File: src/rtl/alu_exec_sequencer_pkg.sv
// Shared opcode and FSM-state definitions for the ALU execution sequencer and its engine bench.
// Optional flag outputs are enabled with the ALU_SEQ_FLAGS_EN macro.
package alu_pkg;

  localparam logic [2:0] OP_OR    = 3'd0;
  localparam logic [2:0] OP_NAND  = 3'd1;
  localparam logic [2:0] OP_NOR   = 3'd2;
  localparam logic [2:0] OP_AND   = 3'd3;
  localparam logic [2:0] OP_ADD   = 3'd4;
  localparam logic [2:0] OP_SUB   = 3'd5;
  localparam logic [2:0] OP_LOADI = 3'd6;
  localparam logic [2:0] OP_ILL   = 3'd7;

  typedef enum logic [1:0] {
    S_IDLE = 2'd0,
    S_EXEC = 2'd1,
    S_RESP = 2'd2
  } state_t;

  // Every opcode except the illegal one writes its result back.
  function automatic logic op_writes(input logic [2:0] op);
    return op != OP_ILL;
  endfunction

endpackage

File: src/rtl/alu_exec_sequencer_if.sv
// Instruction, engine and response signals of the ALU execution sequencer.
// res_zero/res_carry exist only when ALU_SEQ_FLAGS_EN is defined.
interface alu_exec_sequencer_if #(
  parameter int REG_AW = 2
);
  // Handshakes: a transfer happens on a rising edge where valid and ready are both 1;
  // the producer holds valid and payload stable until then, and ready never waits on valid.
  logic              instr_valid;
  logic              instr_ready;
  logic [2:0]        instr_op;
  logic [REG_AW-1:0] instr_rd;
  logic [REG_AW-1:0] instr_rs1;
  logic [REG_AW-1:0] instr_rs2;
  logic [7:0]        instr_imm;

  logic [7:0]        alu_a;
  logic [7:0]        alu_b;
  logic [2:0]        alu_opcode;
  logic [7:0]        alu_result;

  logic              res_valid;
  logic              res_ready;
  logic [REG_AW-1:0] res_rd;
  logic [7:0]        res_data;
  logic              res_err;
`ifdef ALU_SEQ_FLAGS_EN
  logic              res_zero;
  logic              res_carry;
`endif

  modport slave (
    input  instr_valid, instr_op, instr_rd, instr_rs1, instr_rs2, instr_imm,
    output instr_ready,
    output alu_a, alu_b, alu_opcode,
    input  alu_result,
    output res_valid, res_rd, res_data, res_err,
`ifdef ALU_SEQ_FLAGS_EN
    output res_zero, res_carry,
`endif
    input  res_ready
  );

  modport master (
    output instr_valid, instr_op, instr_rd, instr_rs1, instr_rs2, instr_imm,
    input  instr_ready,
    input  alu_a, alu_b, alu_opcode,
    output alu_result,
    input  res_valid, res_rd, res_data, res_err,
`ifdef ALU_SEQ_FLAGS_EN
    input  res_zero, res_carry,
`endif
    output res_ready
  );

endinterface

File: src/rtl/alu_regfile.sv
// NUM_REGS x 8 register file: two asynchronous read ports, one synchronous write port,
// synchronous active-low clear of every entry.
module alu_regfile #(
  parameter int NUM_REGS = 4,
  parameter int REG_AW   = 2
) (
  input  logic              clk,
  input  logic              rst_n,
  input  logic              i_we,
  input  logic [REG_AW-1:0] i_waddr,
  input  logic [7:0]        i_wdata,
  input  logic [REG_AW-1:0] i_raddr_a,
  output logic [7:0]        o_rdata_a,
  input  logic [REG_AW-1:0] i_raddr_b,
  output logic [7:0]        o_rdata_b
);

  logic [7:0] r_mem [NUM_REGS];

  always_ff @(posedge clk) begin
    if (!rst_n) begin
      for (int i = 0; i < NUM_REGS; i++) r_mem[i] <= 8'h00;
    end else if (i_we) begin
      r_mem[i_waddr] <= i_wdata;
    end
  end

  assign o_rdata_a = r_mem[i_raddr_a];
  assign o_rdata_b = r_mem[i_raddr_b];

endmodule

File: src/rtl/alu_exec_sequencer.sv
// Sequencer in front of the combinational 8-bit engine: IDLE -> EXEC -> RESP.
// ALU_SEQ_FLAGS_EN adds res_zero/res_carry, computed locally from the latched operands.
module alu_exec_sequencer
  import alu_pkg::*;
#(
  parameter int NUM_REGS = 4,
  parameter int REG_AW   = 2
) (
  input  logic   clk,
  input  logic   rst_n,
  alu_exec_sequencer_if.slave bus,
  output state_t o_dbg_state
);

  state_t            r_state;
  logic              r_instr_ready;
  logic [7:0]        r_alu_a;
  logic [7:0]        r_alu_b;
  logic [2:0]        r_alu_opcode;
  logic [REG_AW-1:0] r_rd;
  logic [7:0]        r_imm;
  logic              r_res_valid;
  logic [REG_AW-1:0] r_res_rd;
  logic [7:0]        r_res_data;
  logic              r_res_err;

  logic [7:0]        w_rdata_a;
  logic [7:0]        w_rdata_b;
  logic              w_we;
  logic [7:0]        w_wdata;
  logic              w_accept;

  // LOADI bypasses the engine; the engine output is ignored for that opcode.
  assign w_wdata  = (r_alu_opcode == OP_LOADI) ? r_imm : bus.alu_result;
  assign w_we     = (r_state == S_EXEC) && op_writes(r_alu_opcode);
  assign w_accept = (r_state == S_IDLE) && r_instr_ready && bus.instr_valid;

  alu_regfile #(
    .NUM_REGS (NUM_REGS),
    .REG_AW   (REG_AW)
  ) u_regfile (
    .clk       (clk),
    .rst_n     (rst_n),
    .i_we      (w_we),
    .i_waddr   (r_rd),
    .i_wdata   (w_wdata),
    .i_raddr_a (bus.instr_rs1),
    .o_rdata_a (w_rdata_a),
    .i_raddr_b (bus.instr_rs2),
    .o_rdata_b (w_rdata_b)
  );

`ifdef ALU_SEQ_FLAGS_EN
  logic [8:0] w_sum9;
  logic       w_carry;
  logic       r_res_zero;
  logic       r_res_carry;

  assign w_sum9  = {1'b0, r_alu_a} + {1'b0, r_alu_b};
  assign w_carry = (r_alu_opcode == OP_ADD) ? w_sum9[8] :
                   (r_alu_opcode == OP_SUB) ? (r_alu_a < r_alu_b) : 1'b0;

  always_ff @(posedge clk) begin
    if (!rst_n) begin
      r_res_zero  <= 1'b0;
      r_res_carry <= 1'b0;
    end else if (r_state == S_EXEC) begin
      r_res_zero  <= op_writes(r_alu_opcode) ? (w_wdata == 8'h00) : 1'b1;
      r_res_carry <= op_writes(r_alu_opcode) ? w_carry : 1'b0;
    end
  end

  assign bus.res_zero  = r_res_zero;
  assign bus.res_carry = r_res_carry;
`endif

  always_ff @(posedge clk) begin
    if (!rst_n) begin
      r_state       <= S_IDLE;
      r_instr_ready <= 1'b0;
      r_alu_a       <= 8'h00;
      r_alu_b       <= 8'h00;
      r_alu_opcode  <= 3'd0;
      r_rd          <= '0;
      r_imm         <= 8'h00;
      r_res_valid   <= 1'b0;
      r_res_rd      <= '0;
      r_res_data    <= 8'h00;
      r_res_err     <= 1'b0;
    end else begin
      case (r_state)
        S_IDLE: begin
          if (w_accept) begin
            r_alu_a       <= w_rdata_a;
            r_alu_b       <= w_rdata_b;
            r_alu_opcode  <= bus.instr_op;
            r_rd          <= bus.instr_rd;
            r_imm         <= bus.instr_imm;
            r_instr_ready <= 1'b0;
            r_state       <= S_EXEC;
          end else begin
            r_instr_ready <= 1'b1;
          end
        end
        S_EXEC: begin
          r_res_valid <= 1'b1;
          r_res_rd    <= r_rd;
          if (op_writes(r_alu_opcode)) begin
            r_res_data <= w_wdata;
            r_res_err  <= 1'b0;
          end else begin
            r_res_data <= 8'h00;
            r_res_err  <= 1'b1;
          end
          r_state <= S_RESP;
        end
        S_RESP: begin
          // Write-back already happened in EXEC, so the next accept sees it.
          if (bus.res_ready) begin
            r_res_valid   <= 1'b0;
            r_instr_ready <= 1'b1;
            r_state       <= S_IDLE;
          end
        end
        default: r_state <= S_IDLE;
      endcase
    end
  end

  assign bus.instr_ready = r_instr_ready;
  assign bus.alu_a       = r_alu_a;
  assign bus.alu_b       = r_alu_b;
  assign bus.alu_opcode  = r_alu_opcode;
  assign bus.res_valid   = r_res_valid;
  assign bus.res_rd      = r_res_rd;
  assign bus.res_data    = r_res_data;
  assign bus.res_err     = r_res_err;
  assign o_dbg_state     = r_state;

endmodule

File: src/flat_wrapper.sv
// flat-port wrapper written by rule: the top's interface ports become plain ports
module alu_exec_sequencer_flat import alu_pkg::*;
#(
  parameter int NUM_REGS = 4,
  parameter int REG_AW   = 2
)
  (clk, rst_n, o_dbg_state, bus_instr_valid, bus_instr_op, bus_instr_rd, bus_instr_rs1, bus_instr_rs2, bus_instr_imm, bus_instr_ready, bus_alu_a, bus_alu_b, bus_alu_opcode, bus_alu_result, bus_res_valid, bus_res_rd, bus_res_data, bus_res_err, bus_res_ready);
  alu_exec_sequencer_if #(.REG_AW(REG_AW)) bus_i ();
  input  logic clk;
  input  logic rst_n;
  output state_t o_dbg_state;
  input wire logic [$bits(bus_i.instr_valid)-1:0] bus_instr_valid;
  input wire logic [$bits(bus_i.instr_op)-1:0] bus_instr_op;
  input wire logic [$bits(bus_i.instr_rd)-1:0] bus_instr_rd;
  input wire logic [$bits(bus_i.instr_rs1)-1:0] bus_instr_rs1;
  input wire logic [$bits(bus_i.instr_rs2)-1:0] bus_instr_rs2;
  input wire logic [$bits(bus_i.instr_imm)-1:0] bus_instr_imm;
  output wire logic [$bits(bus_i.instr_ready)-1:0] bus_instr_ready;
  output wire logic [$bits(bus_i.alu_a)-1:0] bus_alu_a;
  output wire logic [$bits(bus_i.alu_b)-1:0] bus_alu_b;
  output wire logic [$bits(bus_i.alu_opcode)-1:0] bus_alu_opcode;
  input wire logic [$bits(bus_i.alu_result)-1:0] bus_alu_result;
  output wire logic [$bits(bus_i.res_valid)-1:0] bus_res_valid;
  output wire logic [$bits(bus_i.res_rd)-1:0] bus_res_rd;
  output wire logic [$bits(bus_i.res_data)-1:0] bus_res_data;
  output wire logic [$bits(bus_i.res_err)-1:0] bus_res_err;
  input wire logic [$bits(bus_i.res_ready)-1:0] bus_res_ready;
  assign bus_i.instr_valid = bus_instr_valid;
  assign bus_i.instr_op = bus_instr_op;
  assign bus_i.instr_rd = bus_instr_rd;
  assign bus_i.instr_rs1 = bus_instr_rs1;
  assign bus_i.instr_rs2 = bus_instr_rs2;
  assign bus_i.instr_imm = bus_instr_imm;
  assign bus_instr_ready = bus_i.instr_ready;
  assign bus_alu_a = bus_i.alu_a;
  assign bus_alu_b = bus_i.alu_b;
  assign bus_alu_opcode = bus_i.alu_opcode;
  assign bus_i.alu_result = bus_alu_result;
  assign bus_res_valid = bus_i.res_valid;
  assign bus_res_rd = bus_i.res_rd;
  assign bus_res_data = bus_i.res_data;
  assign bus_res_err = bus_i.res_err;
  assign bus_i.res_ready = bus_res_ready;
  alu_exec_sequencer #(.NUM_REGS(NUM_REGS), .REG_AW(REG_AW)) u_core (.clk(clk), .rst_n(rst_n), .bus(bus_i), .o_dbg_state(o_dbg_state));
endmodule
File: config.mk
export PLATFORM = sky130hd
export DESIGN_NAME = alu_exec_sequencer_flat
export DESIGN_NICKNAME = d
export VERILOG_FILES = /design/src/rtl/alu_exec_sequencer_pkg.sv /design/src/rtl/alu_exec_sequencer_if.sv /design/src/rtl/alu_regfile.sv /design/src/rtl/alu_exec_sequencer.sv /design/src/flat_wrapper.sv
export SDC_FILE = /design/constraint.sdc
export NUM_CORES = 1
export LEC_CHECK = 0
export ABC_AREA = 1
export CAP_MARGIN = 20
export CORE_MARGIN = 2
export CORE_UTILIZATION = 23
export CTS_CLUSTER_DIAMETER = 30
export DETAILED_ROUTE_END_ITERATION = 12
export PLACE_DENSITY = 0.49
export SYNTH_ARGS = -nofsm -noshare
export SYNTH_HDL_FRONTEND = slang
export SYNTH_SLANG_ARGS = --single-unit
File: constraint.sdc
create_clock -name clk -period 3.3 [get_ports clk]
set_input_delay 0.66 -clock clk [delete_from_list [all_inputs] [get_ports clk]]
set_output_delay 0.66 -clock clk [all_outputs]
set_load 0.005 [all_outputs]
# ---- Word level (Yosys, flattened, before mapping)
# Memories as Yosys holds them, arrays and structs flattened. A register that Yosys moved wholly into a read port is not among the register bits.
# Cells that the tools add are included.
dict set report totals {
  register_bits 28
  ramBits 32
  input_bits 29
  mem_count 1
}
# name words word_bits read_ports rd_ports_with_merged_regs write_ports line_no
set memory_table {}
lappend memory_table {u_core.u_regfile.r_mem 4 8 2 2 4 alu_regfile.sv:18} ;# logic [7:0] r_mem [NUM_REGS];
dict set report op_classes {
  eq_ne 6
  muxes 18
  reduce_logical 13
}
# op count
set ops {}
lappend ops {{8-bit two-way mux} 3}
lappend ops {{1-bit two-way mux} 9}
lappend ops {{2-bit AND reduction} 4}
lappend ops {{8-bit OR reduction} 1}
lappend ops {{2-bit two-way mux} 3}
lappend ops {{2-bit case mux with 3 select lines} 1}
lappend ops {{1-bit case mux with 2 select lines} 2}
lappend ops {{2-bit nonzero test} 2}
lappend ops {{3-bit equality test, second input constant} 1}
lappend ops {{1-bit logical AND} 3}
lappend ops {{3-bit inequality test, second input constant} 1}
lappend ops {{2-bit by 1-bit equality test with 1-bit output, second input constant} 1}
lappend ops {{2-bit equality test, second input constant} 1}
lappend ops {{1-bit zero test} 2}
lappend ops {{2-bit zero test} 1}
lappend ops {{2-bit by 1-bit inequality test with 1-bit output, second input constant} 1}
lappend ops {{2-bit inequality test, second input constant} 1}

# ---- Longest topological paths before layout
# Gate-level depths: netlist of run 1.
dict set report depth {
  depth_word 7
  mapped_depth 8
  ltp_nobuf 7
}

# ---- Cells and area by module
# Synthesis of run 1 repeated with hierarchy kept, for this count alone.
dict set report hier_totals {
  hier_cells 460
  hier_area_um2 3530.9
}
# module n_inst cells_each area_each_um2 seq_area_each_um2
set modules_own_cells {}
lappend modules_own_cells {alu_regfile 1 240 1879.3 960.9}
lappend modules_own_cells {alu_exec_sequencer 1 220 1651.6 880.8}

# ---- Worst setup path after synthesis of run 1
# No wires, ideal clock.
dict set report synth_timing {
  path_kind {input to register}
  start {input rst_n}
  end {memory u_core.u_regfile.r_mem[0][0], enable pin}
  setup_ps 329
  t_arrival_ps 1580
  t_required_ps 2971
  slack_ps 1391
  path_stages 6
  path_cell_list {clkbuf_1 inv_2 nor2_2 buf_6 nand3_4 nand2_1}
}
# item line_no
set synth_lines {}
lappend synth_lines {{start: declaration} flat_wrapper.sv:10} ;# input logic rst_n;
lappend synth_lines {{end: declaration} alu_regfile.sv:18}

==> metrics.log, run 1 <==
[metrics] arrival time of data at the critical path endpoint: 2.12 ns
[metrics] slew of the pin with the lowest slew margin: 0.646 ns
[metrics] LEAKAGE: 2.07 nW
[metrics] Mean Syn Cell Area: 7.63 µm²
[metrics] number of maximum-capacitance violations: 0
[metrics] Setup TNS: 0 ns
[metrics] starting density of the core: 23.4%
[metrics] antenna violations before repair: 0
[metrics] number of instances in the synthesized netlist: 444
[metrics] Detailed Place HPWL: 7.19 mm
[metrics] Antenna Diode Count: 0
[metrics] post-detailed-route wirelength per cell: 13.8 µm
[metrics] ports placed on the boundary: 63
[metrics] netlist area before placement: 3390 µm²
[metrics] final critical-path required period: 2.10 ns
[metrics] portion of the post-synthesis area used by sequential elements: 54.3%
[metrics] Slew headroom: 56.9%
[metrics] later-pin clock latency in the skew report: 0.34 ns
[metrics] count of buffers inserted at the top-level ports: 62
[metrics] Pre-antenna DRT Iters: 4
[metrics] total via count in the routed design: 2865
[metrics] top cells by area, synth: sky130_fd_sc_hd__edfxtp_1 (28%), sky130_fd_sc_hd__dfxtp_1 (26%), sky130_fd_sc_hd__nand2_1 (21%), sky130_fd_sc_hd__nand3_1 (6.6%), sky130_fd_sc_hd__inv_1 (5.6%)
[metrics] Total Die Area: 15700 µm²
[metrics] share of final-layout standard cells stronger than drive strength 1: 6.68%
[metrics] Hold Crit Class: reg2reg
[metrics] TritonCTS Sinks: 76
[metrics] result of the run: finished clean
[metrics] required time of the worst setup path: 3.31 ns
[metrics] routability-driven placement congestion ratio: 0.819
[metrics] largest buffer count on any clock path: 2
[metrics] CTS root buffer: sky130_fd_sc_hd__clkbuf_16
[metrics] global-route total usage across every layer: 13.0%
[metrics] Final Power: 2.28 mW
[metrics] fill cell count: 1590
[metrics] most common library cell in the layout ignoring fill and taps: sky130_fd_sc_hd__nand2_1
[metrics] setup repair bufs after CTS: 0
[metrics] cell accounting for the most synthesized area: sky130_fd_sc_hd__edfxtp_1
[metrics] Fin Clk Skew: 0.0102 ns
[metrics] drt drc: 0
[metrics] level count of the clock H-tree: 3
[metrics] final WL: 9.57 mm
[metrics] Nets: 533
[metrics] portion of synthesized cell area occupied by the leading cell type: 28.3%
[metrics] worst stage delay on the critical path: 0.51 ns
[metrics] worst setup path class: in2reg
[metrics] Iteration-0 DRC Markers: 250
[metrics] die height: 125 µm
[metrics] Std-Cell Rows: 44
[metrics] Die Span X: 125 µm
[metrics] Fin. Hold Viols: 0
[metrics] Final setup violation count: 0
[metrics] Floorplan Core Area: 14500 µm²
[metrics] peak supply drop: 249 µV
[metrics] clock input transition at the sequential cells of the worst setup and hold paths: 0.06 ns
[metrics] commonest non-fill, non-tap cells in the layout: sky130_fd_sc_hd__nand2_1 (189), sky130_fd_sc_hd__clkdlybuf4s50_1 (62), sky130_fd_sc_hd__inv_1 (51)
[metrics] setup repair after global routing missed its margin: no
[metrics] global-route wire length before repair: 16.0 mm
[metrics] Critical Path End Type: flop
[metrics] Hold Buf Count CTS: 0
[metrics] Tcrit/Tclk final: 63.8%
[metrics] critical-path maximum fanout: 9
[metrics] crit path cell chain: clkdlybuf4s50_1 -> inv_2 -> nor2_2 -> nand3_1 -> nand2_1
[metrics] post-detailed-route via-to-cell ratio: 4.13
[metrics] type of element launching the critical path: input pin
[metrics] clock tree from TritonCTS: done
[metrics] layout-stage area growth over the synthesis result: 32.5%
[metrics] total power per unit cell area: 509 nW/µm²
[metrics] count of yosys warnings during synthesis: 0
[metrics] remaining global-route overflow: 0
[metrics] pin count of the biggest net entering global routing: 25
[metrics] maximum operating frequency: 475 MHz
[metrics] Slew Limit Fails: 0
[metrics] total CTS buffers: 9
[metrics] remaining antenna violation count after routing: 0
[metrics] Slowest-stage cell, CP: sky130_fd_sc_hd__clkdlybuf4s50_1
[metrics] number of different library cells in the post-synthesis netlist: 21
[metrics] synthesized flop and latch total: 76
[metrics] vias in the first global route: 2966
[metrics] number of nets produced by synthesis: 473
[metrics] post-cts resize count: 0
[worst paths after layout]
kind	to	slack [ns]	depth (start not counted)	from
setup reg to reg	u_core.u_regfile.r_mem[2][5]	1.39	6	u_core.o_dbg_state[0]
hold reg to reg	u_core.bus.alu_b[5]	0.45	2	u_core.bus.alu_b[5]
hold / removal	u_core.bus.alu_b[5]	0.45	2	u_core.bus.alu_b[5]
setup / recovery	u_core.u_regfile.r_mem[2][5]	1.20	5	rst_n
[critical path, delay by kind of cell]
family,cells,cell delay [ns]
simple gates,3,0.85
buf+inv,2,0.59
[area by class of cell]
class	count	area [µm²]	area share [%]
Timing Repair Buffer	67	658	14.7
Sequential cell	76	1840	41.0
Tap cell	184	230	5.13
Multi-Input combinational cell	294	1250	27.9
Inverter	56	210	4.68
Clock buffer	9	225	5.02
Clock inverter	7	73.8	1.64
[cell usage after synthesis]
| library cell | instances |
|---|---|
| sky130_fd_sc_hd__nand4_1 | 6 |
| sky130_fd_sc_hd__buf_6 | 1 |
| sky130_fd_sc_hd__nor2_4 | 1 |
| sky130_fd_sc_hd__edfxtp_1 | 32 |
| sky130_fd_sc_hd__inv_2 | 3 |
| sky130_fd_sc_hd__clkinv_1 | 2 |
| sky130_fd_sc_hd__nand2_2 | 6 |
| sky130_fd_sc_hd__nand3_4 | 1 |
| sky130_fd_sc_hd__nor2_2 | 1 |
| sky130_fd_sc_hd__nor2_1 | 27 |
| sky130_fd_sc_hd__nand3_2 | 1 |
| sky130_fd_sc_hd__nand3b_1 | 1 |
| sky130_fd_sc_hd__o21ai_0 | 10 |
| sky130_fd_sc_hd__nand2_1 | 189 |
| sky130_fd_sc_hd__o211a_1 | 1 |
| sky130_fd_sc_hd__clkbuf_1 | 6 |
| sky130_fd_sc_hd__a21oi_1 | 5 |
| sky130_fd_sc_hd__buf_2 | 11 |
| sky130_fd_sc_hd__nand3_1 | 45 |
| sky130_fd_sc_hd__inv_1 | 51 |
| sky130_fd_sc_hd__dfxtp_1 | 44 |
[metrics by stage]
stage / utilization [%] / std cells / hold slack [ns] / setup WS, ns / instance area [µm²]
4_1_cts: 31.0 / 693 / 0.449 / 1.18 / 4490
6_report: 31.0 / 693 / 0.448 / 1.20 / 4490
3_3_place_gp: 28.9 / 677 / 0.432 / 0.863 / 4190
2_1_floorplan: - / 444 / 0.419 / 1.39 / 3390
5_1_grt: 31.0 / 693 / 0.459 / 0.995 / 4490
3_5_place_dp: 28.9 / 677 / 0.436 / 0.813 / 4190
[routing by layer]
metal,vias to the layer above,share of wire [%],global-route usage (%)
met3,14,4.2,3.29
met4,0,1.9,4.71
li1,1503,-,-
met2,77,46,21.0
met1,1271,47,16.8
met5,-,0,0
[state kept, by name (all words and copies together), names as in the netlist]
register and cells:
u_core.bus.alu_a 8, u_core.bus.alu_opcode 3, u_core.bus.alu_b 8, u_core.o_dbg_state 2, u_core.bus.instr_ready 1, u_core.r_imm 8, u_core.bus.res_data 8, u_core.r_rd 2
u_core.bus.res_err 1, u_core.bus.res_rd 2, u_core.u_regfile.r_mem 32, u_core.bus.res_valid 1
[report_power, final]
group          switching, mW  internal (mW)
logic                  0.130          0.103
clock network          0.414          0.590
registers             0.0245           1.02
total                  0.568           1.72
[kinds of logic after synthesis]
family / Yosys count / synth area share (%)
compound gates: 16 / 2.51
flops: 76 / 54.3
simple gates: 278 / 34.3
buf+inv: 74 / 8.82
Power figures use the tool's default switching activity.
==> run 2, diff against run 1 <==
Clock period 3.3 ns to 2.12 ns, I/O delays scaled along.
==> run 2 against run 1 <==
  * Sequential share of layout area down 0.56 points
  * Setup slack worse by 0.84 ns
  * Global-route usage shrank 0.94 points
  * Critical endpoint is now bus_alu_opcode[1]
  * Largest cell class unchanged
  * Highest routed layer unchanged
==> metrics.log, run 2 (same netlist as run 1, synthesis figures left out) <==
[metrics] result of the run: finished clean
[metrics] Switch Pwr: 0.836 mW
[metrics] clock tree from TritonCTS: done
[metrics] cell area reported after detailed placement: 4260 µm²
[metrics] vias in the first global route: 2900
[metrics] final WL: 9.13 mm
[metrics] largest buffer count on any clock path: 2
[metrics] largest register by flop count: u_core.u_regfile.r_mem
[metrics] Tcrit/Tclk final: 83.0%
[metrics] level count of the clock H-tree: 3
[metrics] TritonCTS Sinks: 76
[metrics] total CTS buffers: 9
[metrics] Setup TNS: 0 ns
[metrics] Detailed Place HPWL: 6.82 mm
[metrics] LEAKAGE: 2.10 nW
[metrics] Critical Path End Type: primary output
[metrics] Nets: 541
[metrics] Slew Limit Fails: 0
[metrics] Slew headroom: 64.5%
[metrics] starting density of the core: 23.4%
[metrics] post-detailed-route via-to-cell ratio: 4.14
[metrics] Pre-antenna DRT Iters: 4
[metrics] Fin Clk Skew: 0.00746 ns
[metrics] Iteration-0 DRC Markers: 196
[metrics] post-detailed-route wirelength per cell: 13.0 µm
[metrics] final hold slack: 0.443 ns
[metrics] highest metal used: met4
[metrics] die height: 125 µm
[metrics] later-pin clock latency in the skew report: 0.34 ns
[metrics] Fin. Hold Viols: 0
[metrics] CTS root buffer: sky130_fd_sc_hd__clkbuf_16
[metrics] count of buffers inserted at the top-level ports: 62
[metrics] slew of the pin with the lowest slew margin: 0.532 ns
[metrics] share of final-layout standard cells stronger than drive strength 1: 8.12%
[metrics] part of the total power dissipated in sequential elements: 46.9%
[metrics] Total Die Area: 15700 µm²
[metrics] Final setup violation count: 0
[metrics] length of routed wiring on met1: 4.34 mm
[metrics] ports placed on the boundary: 63
[metrics] Die Span X: 125 µm
[metrics] crit path cell chain: buf_4 -> clkdlybuf4s50_1
[metrics] max reg flops: 32
[metrics] Floorplan Core Area: 14500 µm²
[metrics] final critical-path required period: 1.76 ns
[metrics] remaining global-route overflow: 0
[metrics] total power per unit cell area: 760 nW/µm²
[metrics] remaining antenna violation count after routing: 0
[metrics] met2 wire len: 4.26 mm
[metrics] arrival time of data at the critical path endpoint: 1.34 ns
[metrics] Antenna Diode Count: 0
[metrics] type of element launching the critical path: flop
[metrics] length of routed met3 wiring: 492 µm
[metrics] relative contribution of combinational cells to total power: 10.9%
[metrics] setup repair after global routing missed its margin: no
[metrics] global-route wire length before repair: 14.9 mm
[metrics] pin count of the biggest net entering global routing: 31
[metrics] Hold Crit Class: reg2reg
[metrics] antenna violations before repair: 0
[metrics] maximum operating frequency: 568 MHz
[metrics] fraction of power spent switching nets: 24.2%
[metrics] total non-filler cell area in the finished layout: 4550 µm²
[metrics] routability-driven placement congestion ratio: 0.826
[metrics] Final Power: 3.46 mW
[metrics] total via count in the routed design: 2904
[metrics] number of maximum-capacitance violations: 0
[metrics] post-cts resize count: 0
[metrics] Slowest-stage cell, CP: sky130_fd_sc_hd__clkdlybuf4s50_1
[metrics] clock input transition at the sequential cells of the worst setup and hold paths: 0.06 ns
[metrics] commonest non-fill, non-tap cells in the layout: sky130_fd_sc_hd__nand2_1 (189), sky130_fd_sc_hd__clkdlybuf4s50_1 (62), sky130_fd_sc_hd__inv_1 (51)
[metrics] clock share of power: 42.2%
[metrics] critical-path maximum fanout: 9
[metrics] most common library cell in the layout ignoring fill and taps: sky130_fd_sc_hd__nand2_1
[metrics] required time of the worst setup path: 1.70 ns
[metrics] cell-internal power: 2.63 mW
[metrics] global-route total usage across every layer: 12.1%
[metrics] Hold Buf Count CTS: 0
[metrics] layout-stage area growth over the synthesis result: 34.3%
[metrics] peak supply drop: 545 µV
[metrics] worst stage delay on the critical path: 0.51 ns
[metrics] drt drc: 0
[metrics] setup repair bufs after CTS: 0
[metrics] worst setup path class: reg2out
[metrics] Std-Cell Rows: 44
==> run 2: changes by cell type in the layout (fill, tap and decap cells not counted), sizes merged <==
cell / previous run / this run
buf: 5 / 13
bufinv: 1 / 0
clkbuf: 9 / 11
clkinvlp: 0 / 1
inv: 56 / 54
==> run 2: area by class of cell <==
type,instances,area (µm²)
Fill cell,1522,9930
Sequential cell,76,1840
Multi-Input combinational cell,294,1250
Timing Repair Buffer,75,731
Clock buffer,11,254
Tap cell,184,230
Inverter,56,210
Clock inverter,5,35.0
==> run 2: power by group through the flow <==
stage | clock, mW | sequential, mW | combinational (mW)
floorplan | 0 | 1.65 | 0.192
global placement | 0 | 1.66 | 0.379
detailed placement | 0 | 1.66 | 0.379
CTS | 1.51 | 1.63 | 0.381
global route | 1.57 | 1.63 | 0.420
finish | 1.46 | 1.62 | 0.376
==> run 2: path summary, 6_finish.rpt <==
check | startpoint | end | slack (ns) | depth (start not counted)
max | u_core.bus.alu_opcode[1] | bus_alu_opcode[1] | 0.36 | 2
min | u_core.bus.alu_a[4] | u_core.bus.alu_a[4] | 0.44 | 2
max reg2reg | u_core.o_dbg_state[0] | u_core.u_regfile.r_mem[1][0] | 0.45 | 6
min reg2reg | u_core.bus.alu_a[4] | u_core.bus.alu_a[4] | 0.44 | 2
==> run 2: routing by layer <==
| metal | global-route usage, % | vias up |
|---|---|---|
| met1 | 16.1 | 1306 |
| met4 | 4.05 | 0 |
| met5 | 0 | - |
| li1 | - | 1515 |
| met3 | 3.47 | 4 |
| met2 | 18.8 | 79 |
==> run 2: stage by stage <==
stage	setup slack, ns	std cells	utilization (%)
6_report	0.359	701	31.4
5_1_grt	0.248	701	31.4
4_1_cts	0.333	701	31.4
3_5_place_dp	0.111	685	29.5
3_3_place_gp	0.129	685	29.5
2_1_floorplan	0.447	444	-
==> run 2: worst max-delay path: cells and delay by family (launching register included) <==
kind / cells / cell delay, ns
DFF: 1 / 0.33
buffers and inverters: 2 / 0.67
==> run 3, diff against run 2 <==
Settings changed: PLACE_DENSITY 0.49 to 0.5.
Clock period 2.12 ns to 1.5 ns, I/O delays scaled along.
==> run 3 against run 2 <==
  * Largest power group unchanged
  * Via count is 2.3% higher
  * Clock skew rose by 0.0022 ns
  * Total power is 48% higher
  * Sequential power increased by 42%
  * Highest routed layer unchanged
  * Setup slack worse by 0.32 ns
  * Count of clock-buffer cells in the layout rose by 4
  * Die area unchanged
  * Routed wire length down 1.5%
  * Core utilization increased by 1.9 points
==> metrics.log, run 3 (same netlist as run 1, synthesis figures left out) <==
[metrics] drt drc: 0
[metrics] peak supply drop: 505 µV
[metrics] type of element launching the critical path: flop
[metrics] setup repair after global routing missed its margin: no
[metrics] total power per unit cell area: 1060 nW/µm²
[metrics] crit path cell chain: clkdlybuf4s50_1
[metrics] CTS root buffer: sky130_fd_sc_hd__clkbuf_16
[metrics] antenna violations before repair: 0
[metrics] Switch Pwr: 1.17 mW
[metrics] Slew Limit Fails: 0
[metrics] clock tree from TritonCTS: done
[metrics] most common library cell in the layout ignoring fill and taps: sky130_fd_sc_hd__nand2_1
[metrics] global-route total usage across every layer: 12.1%
[metrics] total CTS buffers: 9
[metrics] post-detailed-route wirelength per cell: 12.6 µm
[metrics] slew of the pin with the lowest slew margin: 0.302 ns
[metrics] pin count of the biggest net entering global routing: 31
[metrics] critical-path maximum fanout: 2
[metrics] LEAKAGE: 2.49 nW
[metrics] remaining global-route overflow: 0
[metrics] worst setup slack after placement: -0.272 ns
[metrics] clock input transition at the sequential cells of the worst setup and hold paths: 0.06 ns
[metrics] global-route wire length before repair: 15.2 mm
[metrics] count of buffers inserted at the top-level ports: 62
[metrics] routability-driven placement congestion ratio: 0.863
[metrics] Hold Crit Class: reg2reg
[metrics] number of maximum-capacitance violations: 0
[metrics] max reg flops: 32
[metrics] later-pin clock latency in the skew report: 0.34 ns
[metrics] sum of buffers and inverters on the critical path: 1
[metrics] arrival time of data at the critical path endpoint: 1.16 ns
[metrics] Slowest-stage cell, CP: sky130_fd_sc_hd__clkdlybuf4s50_1
[metrics] Pre-antenna DRT Iters: 4
[metrics] starting density of the core: 23.4%
[metrics] Fin. Hold Viols: 0
[metrics] total via count in the routed design: 2970
[metrics] level count of the clock H-tree: 3
[metrics] relative contribution of combinational cells to total power: 11.1%
[metrics] final WL: 8.99 mm
[metrics] maximum operating frequency: 684 MHz
[metrics] TritonCTS Sinks: 76
[metrics] Die Span X: 125 µm
[metrics] Critical Path End Type: primary output
[metrics] part of the total power dissipated in sequential elements: 45.0%
[metrics] fraction of power spent switching nets: 22.9%
[metrics] Multi-input gate area: 1300 µm²
[metrics] Iteration-0 DRC Markers: 136
[metrics] worst path setup slack after routing: 0.0376 ns
[metrics] Nets: 554
[metrics] Slew headroom: 79.8%
[metrics] cell-internal power: 3.94 mW
[metrics] clock share of power: 43.9%
[metrics] worst setup path class: reg2out
[metrics] share of final-layout standard cells stronger than drive strength 1: 14.2%
[metrics] die height: 125 µm
[metrics] largest buffer count on any clock path: 2
[metrics] Tcrit/Tclk final: 97.5%
[metrics] Total Die Area: 15700 µm²
[metrics] final critical-path required period: 1.46 ns
[metrics] Fin Clk Skew: 0.00966 ns
[metrics] worst stage delay on the critical path: 0.50 ns
[metrics] area taken by flip-flops and latches: 1860 µm²
[metrics] layout-stage area growth over the synthesis result: 42.4%
[metrics] result of the run: finished clean
[metrics] remaining antenna violation count after routing: 0
[metrics] Detailed Place HPWL: 6.74 mm
[metrics] post-layout utilization of the core: 33.3%
[metrics] post-detailed-route via-to-cell ratio: 4.16
[metrics] Std-Cell Rows: 44
[metrics] ports placed on the boundary: 63
[metrics] Antenna Diode Count: 0
[metrics] Floorplan Core Area: 14500 µm²
[metrics] family with the most delay on the worst path: buffers and inverters
[metrics] commonest non-fill, non-tap cells in the layout: sky130_fd_sc_hd__nand2_1 (185), sky130_fd_sc_hd__inv_1 (50), sky130_fd_sc_hd__nand3_1 (43)
[metrics] required time of the worst setup path: 1.20 ns
[metrics] Final setup violation count: 0
[metrics] fill cell count: 1514
[metrics] largest register by flop count: u_core.u_regfile.r_mem
[metrics] vias in the first global route: 3097
-- run 3: timing repair --
item | CTS | global route
hold buffers | 0 | 0
pin swaps | 0 | 3
gates cloned | 0 | 0
buffers inserted | 1 | 1
resized for setup | 21 | 32
setup endpoints to repair | 23 | 59
-- run 3: routing by layer --
metal  vias up  wire length (µm)  track usage [%]
met5         -                 0                0
met4         0               161             4.12
met3        14               600             4.45
met1      1313              4040             14.7
li1       1543                 -                -
met2       100              4190             19.9
-- run 3: worst paths after layout --
kind / startpoint / end / slack, ns / cells after the start
worst max-delay path: u_core.bus.alu_a[7] / bus_alu_a[7] / 0.04 / 1
worst min-delay path: u_core.bus.alu_b[0] / u_core.bus.alu_b[0] / 0.43 / 2
worst max register to register: u_core.o_dbg_state[0] / u_core.u_regfile.r_mem[0][7] / 0.10 / 7
worst min register to register: u_core.bus.alu_b[0] / u_core.bus.alu_b[0] / 0.43 / 2
-- run 3: metrics by stage --
| step | area, µm² | instances | hold slack (ns) | power, mW | setup TNS (ns) |
|---|---|---|---|---|---|
| 2_1_floorplan | 3400 | 444 | 0.410 | 2.60 | -0.360 |
| 3_3_place_gp | 4410 | 697 | 0.435 | 2.92 | -12.46 |
| 3_5_place_dp | 4410 | 697 | 0.434 | 2.92 | -14.28 |
| 4_1_cts | 4740 | 714 | 0.447 | 5.17 | 0 |
| 5_1_grt | 4830 | 714 | 0.463 | 5.33 | 0 |
| 6_report | 4830 | 714 | 0.434 | 5.11 | 0 |
-- run 3: power by group through the flow --
stage	combinational (mW)	sequential, mW	clock (mW)
after CTS	0.574	2.30	2.29
after global routing	0.639	2.31	2.38
final	0.570	2.30	2.24
after floorplan	0.273	2.33	0
after detailed placement	0.575	2.34	0
after global placement	0.572	2.34	0
-- run 3: area by class of cell --
type,count,share of cell area (%)
Tap cell,184,4.77
Timing Repair Buffer,88,18.8
Sequential cell,76,38.5
Inverter,56,4.35
Multi-Input combinational cell,294,27.0
Clock inverter,1,0.181
Clock buffer,15,6.43
